[config.mk]
export PLATFORM = sky130hd
export DESIGN_NAME = imem_loader
export DESIGN_NICKNAME = d
export VERILOG_FILES = /design/src/rtl/imem_loader.sv
export SDC_FILE = /design/constraint.sdc
export NUM_CORES = 1
export LEC_CHECK = 0
export BUFFER_PORTS_ARGS = -buffer_cell sky130_fd_sc_hd__buf_2
export CORE_UTILIZATION = 28
export CTS_CLUSTER_DIAMETER = 200
export DETAILED_ROUTE_END_ITERATION = 16
export SETUP_SLACK_MARGIN = 0.2
export SLEW_MARGIN = 20
export SYNTH_ARGS = -nofsm -noshare
export SYNTH_HDL_FRONTEND = slang
export SYNTH_SLANG_ARGS = --single-unit
[constraint.sdc]
create_clock -name clk -period 2.26 [get_ports clk]
set_clock_uncertainty 0.2 [all_clocks]
set_input_delay 0.452 -clock clk [delete_from_list [all_inputs] [get_ports clk]]
set_output_delay 0.452 -clock clk [all_outputs]
set_load 0.01 [all_outputs]
[src/rtl/imem_loader.sv]
// Loads a length-prefixed byte stream into instruction memory as 16-bit words, then raises done.
// Latency: mem_we rises 1 cycle after the low-byte handshake; at best one word every 3 cycles.
// Backpressure: in_ready is high only while a byte is wanted; in_valid=0 stalls the current state indefinitely.
module imem_loader #(
    parameter int ADDR_W    = 16,
    parameter int BASE_ADDR = 0
) (
    input  logic              clk,
    input  logic              rst_n,
    input  logic              start,
    input  logic              in_valid,
    input  logic [7:0]        in_data,
    output logic              in_ready,
    output logic              mem_we,
    output logic [ADDR_W-1:0] mem_addr,
    output logic [15:0]       mem_wdata,
    output logic [15:0]       words_loaded,
    output logic              done
);

    localparam logic [2:0] S_IDLE    = 3'd0;
    localparam logic [2:0] S_LEN_HI  = 3'd1;
    localparam logic [2:0] S_LEN_LO  = 3'd2;
    localparam logic [2:0] S_DATA_HI = 3'd3;
    localparam logic [2:0] S_DATA_LO = 3'd4;
    localparam logic [2:0] S_WRITE   = 3'd5;
    localparam logic [2:0] S_DONE    = 3'd6;

    // Base address truncated to the memory width so the sum below wraps naturally.
    localparam logic [ADDR_W-1:0] BASE_A = ADDR_W'(BASE_ADDR);

    logic [2:0]        state;
    logic [2:0]        state_nxt;
    logic [15:0]       length;
    logic [7:0]        data_hi;
    logic [15:0]       words_inc;
    logic [ADDR_W-1:0] word_addr;
    logic              accept;
    logic              start_ok;

    // in_ready is itself a register that mirrors the byte-wanting states,
    // so the handshake qualifier carries no input-to-output path.
    assign accept    = in_valid & in_ready;
    assign start_ok  = start & ((state == S_IDLE) | (state == S_DONE));
    assign words_inc = words_loaded + 16'd1;
    assign word_addr = BASE_A + ADDR_W'(words_loaded);

    // Next-state selection: byte states advance only on a handshake, WRITE always lasts one cycle.
    always_comb begin
        state_nxt = state;
        case (state)
            S_IDLE, S_DONE: if (start) state_nxt = S_LEN_HI;
            S_LEN_HI:       if (accept) state_nxt = S_LEN_LO;
            S_LEN_LO: begin
                if (accept) begin
                    state_nxt = ({length[15:8], in_data} != 16'd0) ? S_DATA_HI : S_DONE;
                end
            end
            S_DATA_HI:      if (accept) state_nxt = S_DATA_LO;
            S_DATA_LO:      if (accept) state_nxt = S_WRITE;
            S_WRITE:        state_nxt = (words_inc == length) ? S_DONE : S_DATA_HI;
            default:        state_nxt = S_IDLE;
        endcase
    end

    // State plus the per-state status flags, registered from the next state so they line up with it.
    always_ff @(posedge clk) begin
        if (!rst_n) begin
            state    <= S_IDLE;
            in_ready <= 1'b0;
            mem_we   <= 1'b0;
            done     <= 1'b0;
        end else begin
            state    <= state_nxt;
            in_ready <= (state_nxt == S_LEN_HI) || (state_nxt == S_LEN_LO) ||
                        (state_nxt == S_DATA_HI) || (state_nxt == S_DATA_LO);
            mem_we   <= (state_nxt == S_WRITE);
            done     <= (state_nxt == S_DONE);
        end
    end

    // Capture the length prefix and the high byte of each word as they are accepted.
    always_ff @(posedge clk) begin
        if (!rst_n) begin
            length  <= 16'd0;
            data_hi <= 8'd0;
        end else if (accept) begin
            if (state == S_LEN_HI)  length[15:8] <= in_data;
            if (state == S_LEN_LO)  length[7:0]  <= in_data;
            if (state == S_DATA_HI) data_hi      <= in_data;
        end
    end

    // Present the write word and address on the low-byte handshake; they hold until the next word.
    always_ff @(posedge clk) begin
        if (!rst_n) begin
            mem_addr  <= '0;
            mem_wdata <= 16'd0;
        end else if (accept && (state == S_DATA_LO)) begin
            mem_addr  <= word_addr;
            mem_wdata <= {data_hi, in_data};
        end
    end

    // Word counter: cleared when a new load starts, bumped as each WRITE cycle ends.
    always_ff @(posedge clk) begin
        if (!rst_n) begin
            words_loaded <= 16'd0;
        end else if (start_ok) begin
            words_loaded <= 16'd0;
        end else if (state == S_WRITE) begin
            words_loaded <= words_inc;
        end
    end

endmodule

==> results of run 1 <==
sequential cells by signal, summed over array words and instances (netlist names):
register and flops:
done 1, length 16, mem_addr 16, data_hi 8
mem_we 1, in_ready 1, mem_wdata 16, words_loaded 16
state 3
placed cells by master (no fill, tap or decap), types with 3 or more instances in the layout:
master | netlist | layout
nand2_1 | 82 | 81
dfxtp_1 | 78 | 66
buf_2 | 6 | 62
buf_4 | 1 | 41
nor2b_1 | 26 | 26
nor2_1 | 25 | 24
a21boi_0 | 24 | 24
mux2i_1 | 24 | 24
xnor2_1 | 21 | 21
a21oi_1 | 16 | 15
nand3_1 | 14 | 12
xor2_1 | 12 | 11
nor4_1 | 11 | 9
clkbuf_16 | 0 | 9
dfxtp_2 | 0 | 7
nand4_1 | 6 | 6
nor3_1 | 6 | 6
o21ai_0 | 6 | 5
dfxtp_4 | 0 | 5
nor3b_1 | 4 | 4
or3_1 | 5 | 4
inv_1 | 3 | 3
o21ai_1 | 2 | 3
clkinv_2 | 0 | 3
final timing paths:
kind                  end  slack [ns]  depth (start not counted)
max reg2reg      state[0]        0.19                          6
min reg2reg  mem_wdata[4]        0.25                          2
min          mem_wdata[4]        0.25                          2
max              state[0]        0.19                          6
critical path, cell delays in order, from the launching register on:
cell and delay (ns):
dfxtp_4 0.36, nand4_4 0.13, or4_4 0.51, o21a_1 0.19, o211ai_2 0.26, and3_4 0.22
a221oi_2 0.05
routing by layer:
| metal | share of wire (%) | wire (um) | vias to the layer above | track usage (%) |
|---|---|---|---|---|
| li1 | - | - | 1640 | - |
| met1 | 46 | 4773 | 1572 | 20.11 |
| met2 | 47 | 4886 | 82 | 25.48 |
| met3 | 4.6 | 472 | 11 | 4.255 |
| met4 | 1.5 | 158 | 0 | 6.068 |
| met5 | 0 | 0 | - | 0 |
power by group:
part           switching, W  internal [W]  total [W]
clock network      0.000520      0.000718    0.00124
logic             0.0000884     0.0000672   0.000156
registers         0.0000139       0.00138    0.00139
total              0.000623       0.00216    0.00279
kinds of logic (layout without fill, tap and decap cells):
family	after synthesis	after routing	synth area share, %
compound gates	66	66	12.34
fa+ha+maj	1	1	0.3417
simple gates	195	195	26.42
xor+xnor	33	33	7.895
buf+inv	34	122	3.793
flops	78	78	42.65
mux	24	24	6.562
metrics by stage:
stage / total power (W) / util [%] / setup WS (ns)
after floorplan: 0.001504 / - / 0.1676
after global placement: 0.001577 / 34.50 / -0.06517
after CTS: 0.002834 / 36.88 / 0.1917
final: 0.002786 / 37.66 / 0.1920
after global routing: 0.002893 / 37.66 / 0.1233
after detailed placement: 0.001578 / 34.50 / -0.02009
final cells by class:
| cell class | instances | area (sq um) |
|---|---|---|
| clock buffer | 10 | 229.0 |
| fill | 1315 | 7899 |
| inverter | 4 | 15.01 |
| tap | 172 | 215.2 |
| clock inverter | 3 | 15.01 |
| multi-input combinational | 319 | 2059 |
| sequential | 78 | 1589 |
| timing repair buffer | 105 | 649.4 |
repair_timing:
item                                    CTS  global route
pin swaps                                 2             8
gates resized for setup                  13            16
setup buffers                             1             5
endpoints found under the hold margin     0             0
endpoints found under the setup margin    2            12
cloned                                    0             0
Yosys cell counts, types with 2 or more instances:
master     n  share of area [%]
and3_1     3               0.51
inv_1      3               0.31
xnor2_1   21                5.0
nor4_1    11                1.9
o31ai_1    2               0.41
nand3b_1   2               0.41
nor3b_1    4               0.82
a211oi_1   3               0.62
xor2_1    12                2.9
nor3_1     6               0.82
nor2b_1   26                4.4
and4_1     2               0.48
nand2b_1   2               0.34
a21boi_0  24                4.9
nor2_1    25                2.6
nand3_1   14                1.9
buf_2      6               0.82
o311ai_0   2               0.48
nand2_1   82                8.4
o21ai_0    6               0.82
o22ai_1    2               0.34
dfxtp_1   78                 43
nand4_1    6                1.0
clkbuf_1  22                2.3
o21ai_1    2               0.27
mux2i_1   24                6.6
a21oi_1   16                2.2
or3_1      5               0.85
==> results.json, run 1 <==
{
  "ir_drop_mv": 0.2448,
  "setup-violations-final": 0,
  "timing.hold.ws_ns": 0.2522,
  "crit_fanout": 4,
  "drive_gt1_share_pct": 29.67,
  "rsz0062_at_grt": "yes",
  "cp.required_ns": 2.26,
  "period_needed_ns": 2.068,
  "p_leak_nw": 1.826,
  "clk_latency_ns": 0.33,
  "nets": 530,
  "setup.worst_path.class": "reg2reg",
  "first_iter_violations": 162,
  "hpwl_mm": 7.501,
  "ys_ff_latch": 78,
  "yosysUniqueCellTypes": 48,
  "die_h_um": 116.3,
  "worstPathArrival_ns": 2.06,
  "overflow": 0,
  "grt_pass1_vias": 3003,
  "via_count": 3305,
  "status": "finished, final reports clean",
  "synthCells": 431,
  "antenna_found_initial": 0,
  "drc": 0,
  "timing.final.hold_violations": 0,
  "dpl_cell_area_sq_mm": 0.004372,
  "clkSlewWorstSetupHoldPaths_ns": 0.05,
  "avgSynthCellArea_sq_um": 8.494,
  "cts_buffers": 9,
  "yosysWarnings": 0,
  "hold_path.startpoint": "mem_wdata[4]",
  "drtPass1Iterations": 4,
  "core_sq_mm": 0.01267,
  "initial_core_util_pct": 28.89,
  "cap_violations": 0,
  "cts_root_buffer": "clkbuf_16",
  "grt_usage_pct": 15.82,
  "wire_per_inst_um": 14.89,
  "io_pins": 63,
  "wl_mm": 10.29,
  "cts_hold_buf": 0,
  "hold_path_class": "reg2reg",
  "fmax_ghz": 0.4835,
  "r2r-start": "words_loaded[7]",
  "antenna_left": 0,
  "gp_congestion": 0.8521,
  "std_cell_rows": 41,
  "syn_nets": 444,
  "drv_slew": 0,
  "fin_area_sq_mm": 0.004772,
  "async_flop_share_pct": 0,
  "port_buffers": 62,
  "tightest_slew_ns": 0.6166,
  "placedCellCount": 672,
  "cts_sinks": 78,
  "max_slew_margin_pct": 58.52,
  "ctsLongestPathBuffers": 2,
  "die_w_um": 116.3,
  "power_density_mw_per_mm2": 583.8,
  "endpoint_kind": "flop",
  "cp-startpoint": "words_loaded[7]",
  "cts_tree": "yes",
  "post-route-period-util_pct": 91.51,
  "grt_max_degree": 25,
  "synth_area_sq_mm": 0.003661,
  "tns_ns": 0,
  "grt_pass1_wl_mm": 15.84,
  "syn2layout_area_growth_pct": 30.35,
  "cts_htree_levels": 3,
  "diodes": 0,
  "synthFlopType": "dfxtp_1",
  "synth-edff-count": 0,
  "critPathLaunchType": "flop",
  "stdcell_count": 691,
  "die_area_sq_mm": 0.01354,
  "yosysSeqAreaShare_pct": 42.65,
  "via_per_inst": 4.783
}
No activity file was read; power rests on OpenSTA's default activity.
==> run 2, diff against run 1 <==
Settings changed: CTS_BUF_LIST set to sky130_fd_sc_hd__clkbuf_8.
==> run 2 against run 1 <==
Cell area is 2.1% lower; non-clock buffer count did not move; sequential power about the same; global-route usage is essentially flat; via count decreased by 0.64%; clock power fell by 31%; combinational power about the same; worst hold slack improved by 0.0031 ns; critical path depth is the same; first-iteration DRC count decreased by 14%; highest routed layer unchanged.
==> results.json, run 2 (synthesis results as in run 1) <==
{
  "status": "finished, final reports clean",
  "drive_gt1_share_pct": 29.67,
  "antenna_left": 0,
  "p_leak_nw": 1.785,
  "drtPass1Iterations": 4,
  "max_slew_margin_pct": 60.70,
  "post-route-period-util_pct": 90.88,
  "setup_ws_ns": 0.2062,
  "initial_core_util_pct": 28.89,
  "cts_htree_levels": 3,
  "tns_ns": 0,
  "overflow": 0,
  "fmax_ghz": 0.4869,
  "grt_pass1_wl_mm": 15.89,
  "via_per_inst": 4.753,
  "cts_sinks": 78,
  "port_buffers": 62,
  "grt_usage_pct": 15.86,
  "wire_per_inst_um": 14.76,
  "gp_congestion": 0.8521,
  "final_util_pct": 36.86,
  "r2r_slack_ns": 0.21,
  "die_w_um": 116.3,
  "die_h_um": 116.3,
  "antenna_found_initial": 0,
  "stdcell_count": 691,
  "core_sq_mm": 0.01267,
  "setup.worst_path.class": "reg2reg",
  "via_count": 3284,
  "crit_fanout": 6,
  "ir_drop_mv": 0.1869,
  "nFillCells": 1333,
  "hpwl_mm": 7.501,
  "fin_area_sq_mm": 0.004671,
  "clk_latency_ns": 0.36,
  "grt_max_degree": 25,
  "cp.required_ns": 2.28,
  "io_pins": 63,
  "cts_buffers": 9,
  "critPathLaunchType": "flop",
  "worstPathArrival_ns": 2.07,
  "diodes": 0,
  "endpoint_kind": "flop",
  "ctsLongestPathBuffers": 2,
  "drv_slew": 0,
  "hold_path_class": "reg2reg",
  "syn2layout_area_growth_pct": 27.58,
  "period_needed_ns": 2.054,
  "dpl_worst_slack_ns": -0.02009,
  "die_area_sq_mm": 0.01354,
  "timing.final.hold_violations": 0,
  "std_cell_rows": 41,
  "wl_mm": 10.20,
  "drc": 0,
  "multi_input_area_sq_mm": 0.002059,
  "tightest_slew_ns": 0.5841,
  "grt_pass1_vias": 3022,
  "seq_area_sq_mm": 0.001589,
  "final_common_cell": "nand2_1",
  "cts_hold_buf": 0,
  "cts_root_buffer": "clkbuf_8",
  "cts_tree": "yes",
  "setup-violations-final": 0,
  "power_density_mw_per_mm2": 513.4,
  "dpl_cell_area_sq_mm": 0.004372,
  "clkSlewWorstSetupHoldPaths_ns": 0.07,
  "cap_violations": 0,
  "final_cell_mix": "nand2_1, dfxtp_1, buf_2",
  "first_iter_violations": 139,
  "rsz0062_at_grt": "yes",
  "placedCellCount": 672,
  "nets": 530
}
==> run 2: worst paths after layout <==
kind | end | startpoint | cells past startpoint
max | state[0] | words_loaded[0] | 6
min | mem_wdata[4] | mem_wdata[4] | 2
max reg2reg | state[0] | words_loaded[0] | 6
min reg2reg | mem_wdata[4] | mem_wdata[4] | 2
==> run 2: metal layers <==
layer	track usage, %	part of all wire (%)	up-vias
met5	0	0	-
met4	6.239	2.0	0
met3	4.463	4.3	11
met2	25.40	47	74
met1	20.11	46	1554
li1	-	-	1645
==> run 2: power breakdown <==
group | leakage, nW | internal, W | total [W] | switching [W]
logic | 1.07 | 0.0000671 | 0.000155 | 0.0000877
registers | 0.637 | 0.00138 | 0.00139 | 0.0000138
clock network | 0.0818 | 0.000370 | 0.000854 | 0.000483
total | 1.79 | 0.00181 | 0.00240 | 0.000585
==> run 2: final cells by class <==
type                            count  share of cell area (%)
Tap cell                          172                   4.608
Timing Repair Buffer              105                   13.90
Multi-Input combinational cell    319                   44.09
Clock buffer                        9                   2.652
Sequential cell                    78                   34.02
Inverter                            4                  0.3215
Clock inverter                      4                  0.4018
==> run 2: critical path, stage by stage, from the launching register on <==
cell and delay (ns):
dfxtp_4 0.38, nand4_1 0.16, or4_4 0.46, or3_4 0.34
o211ai_2 0.11, and3_4 0.22, a221oi_2 0.05
==> run 2: what timing repair did <==
item,CTS,global route
setup endpoints to repair,2,12
gates resized for setup,14,16
pin swaps,3,8
setup buffers,3,3
==> run 2: through the flow <==
| step | total power, W | hold WS [ns] |
|---|---|---|
| after floorplan | 0.001504 | 0.2315 |
| after global placement | 0.001577 | 0.2434 |
| after detailed placement | 0.001578 | 0.2443 |
| after CTS | 0.002435 | 0.2548 |
| after global routing | 0.002508 | 0.2731 |
| final | 0.002398 | 0.2552 |
==> run 3, diff against run 2 <==
==> constraint.sdc (replaced) <==
create_clock -name clk -period 2.26 [get_ports clk]
set_clock_uncertainty 0.2 [all_clocks]
set_input_delay 0.226 -clock clk [delete_from_list [all_inputs] [get_ports clk]]
set_output_delay 0.226 -clock clk [all_outputs]
set_load 0.01 [all_outputs]
==> run 3 against run 2 <==
Worst setup slack got worse by 0.0020 ns; non-clock buffer count increased by 3; critical path depth unchanged; clock-buffer cell count increased by 5; utilization increased by 1.2 points; critical endpoint unchanged.
==> results.json, run 3 (synthesis results as in run 1) <==
{
  "seqPwrFrac_pct": 49.0,
  "hpwl_mm": 7.179,
  "clk_latency_ns": 0.36,
  "antenna_found_initial": 0,
  "initial_core_util_pct": 28.89,
  "die_area_sq_mm": 0.01354,
  "clkSlewWorstSetupHoldPaths_ns": 0.08,
  "rsz0062_at_grt": "yes",
  "power_density_mw_per_mm2": 587.1,
  "max_slew_margin_pct": 67.19,
  "nets": 533,
  "std_cell_rows": 41,
  "maxUsedRoutingLayer": "met4",
  "critPathLaunchType": "flop",
  "worstPathArrival_ns": 2.09,
  "timing.final.hold_violations": 0,
  "slowest_delay_ns": 0.51,
  "endpoint_kind": "flop",
  "tightest_slew_ns": 0.4921,
  "drc": 0,
  "hold_path_class": "in2reg",
  "io_pins": 63,
  "wl_met1_mm": 4.746,
  "ctsLongestPathBuffers": 2,
  "p_sw_w": 0.0006152,
  "grt_usage_pct": 15.85,
  "final_util_pct": 38.03,
  "final_cell_mix": "nand2_1, dfxtp_1, buf_2",
  "stdcell_count": 697,
  "clock_power_share_pct": 45.6,
  "setup-violations-final": 0,
  "drv_slew": 0,
  "p_leak_nw": 1.854,
  "drtPass1Iterations": 4,
  "cts_root_buffer": "clkbuf_8",
  "final_common_cell": "nand2_1",
  "setup.worst_path.class": "reg2reg",
  "cp.required_ns": 2.29,
  "ir_drop_mv": 0.2195,
  "crit_slowest_cell": "or4_4",
  "status": "finished, final reports clean",
  "timing.hold.ws_ns": 0.02225,
  "port_buffers": 62,
  "overflow": 0,
  "switching_share_pct": 21.75,
  "antenna_left": 0,
  "wire_per_inst_um": 14.92,
  "cts_htree_levels": 3,
  "fmax_ghz": 0.4864,
  "core_sq_mm": 0.01267,
  "intPower_w": 0.002213,
  "cts_buffers": 9,
  "syn2layout_area_growth_pct": 31.61,
  "diodes": 0,
  "route.met3.wl_um": 349,
  "crit_fanout": 5,
  "post-route-period-util_pct": 90.96,
  "via_count": 3286,
  "drive_gt1_share_pct": 28.57,
  "via_per_inst": 4.714,
  "gp_congestion": 0.8302,
  "grt_max_degree": 33,
  "period_needed_ns": 2.056,
  "grt_pass1_vias": 3059,
  "first_iter_violations": 136,
  "cts_sinks": 78,
  "die_h_um": 116.3,
  "wl_mm": 10.40,
  "worstPathCellList": "nand4_4, or4_4, or3_1, o211ai_2, and3_4, a221oi_2",
  "wl_met2_mm": 5.091,
  "cts_tree": "yes",
  "grt_pass1_wl_mm": 16.05,
  "combPwrFrac_pct": 5.4,
  "tns_ns": 0,
  "placedCellCount": 659,
  "cap_violations": 0,
  "die_w_um": 116.3
}
[run 3: cell count changes in the layout (fill, tap and decap cells not counted), sizes merged]
cell and change:
dlygate4sd3 +8, clkbuf +5, bufinv +2, buf -5, clkinv -3, inv -1
[run 3: what timing repair did]
item / CTS / global route
gates resized for setup: 16 / 12
hold buffers: 8 / 0
buffers inserted: 9 / 5
pin swaps: 6 / 4
hold endpoints to repair: 8 / 0
endpoints found under the setup margin: 5 / 37
[run 3: power groups by stage]
stage / Sequential, W / Combinational (W) / Clock [W]
after global routing: 0.00139 / 0.000166 / 0.00138
after floorplan: 0.00142 / 0.0000844 / 0
after detailed placement: 0.00143 / 0.000137 / 0
final: 0.00139 / 0.000153 / 0.00129
after global placement: 0.00143 / 0.000136 / 0
after CTS: 0.00139 / 0.000149 / 0.00133
[run 3: per-layer routing]
metal	GRT usage [%]	vias to the layer above
met2	26.15	57
met1	20.13	1560
met3	2.958	20
met4	7.009	0
met5	0	-
li1	-	1649
[run 3: area by class of cell]
class                      count  area, sq um
clock buffer                  14        192.7
fill                        1315         7853
multi-input combinational    319         2064
clock inverter                 2        60.06
inverter                       4        15.01
sequential                    78         1592
tap                          172        215.2
timing repair buffer         108        679.4
[run 3: through the flow]
step | worst slack [ns] | area [sq um] | power (W)
4_1_cts | 0.2067 | 4730 | 0.002864
2_1_floorplan | 0.1676 | 3706 | 0.001504
3_5_place_dp | 0.02050 | 4262 | 0.001564
5_1_grt | 0.1047 | 4818 | 0.002933
6_report | 0.2042 | 4818 | 0.002829
3_3_place_gp | 0.1540 | 4262 | 0.001562
[run 3: final timing paths]
kind | startpoint | end | slack (ns) | cells past startpoint
max | words_loaded[7] | state[0] | 0.20 | 6
min | in_data[6] | data_hi[6] | 0.02 | 3
max reg2reg | words_loaded[7] | state[0] | 0.20 | 6
min reg2reg | mem_wdata[5] | mem_wdata[5] | 0.25 | 2
[run 3: critical path: cells and delay by family, from the launching register on]
kind / cells / cell delay (ns)
AO/OA/AOI/OAI: 2 / 0.15
flip-flops: 1 / 0.37
AND/OR/NAND/NOR: 4 / 1.20
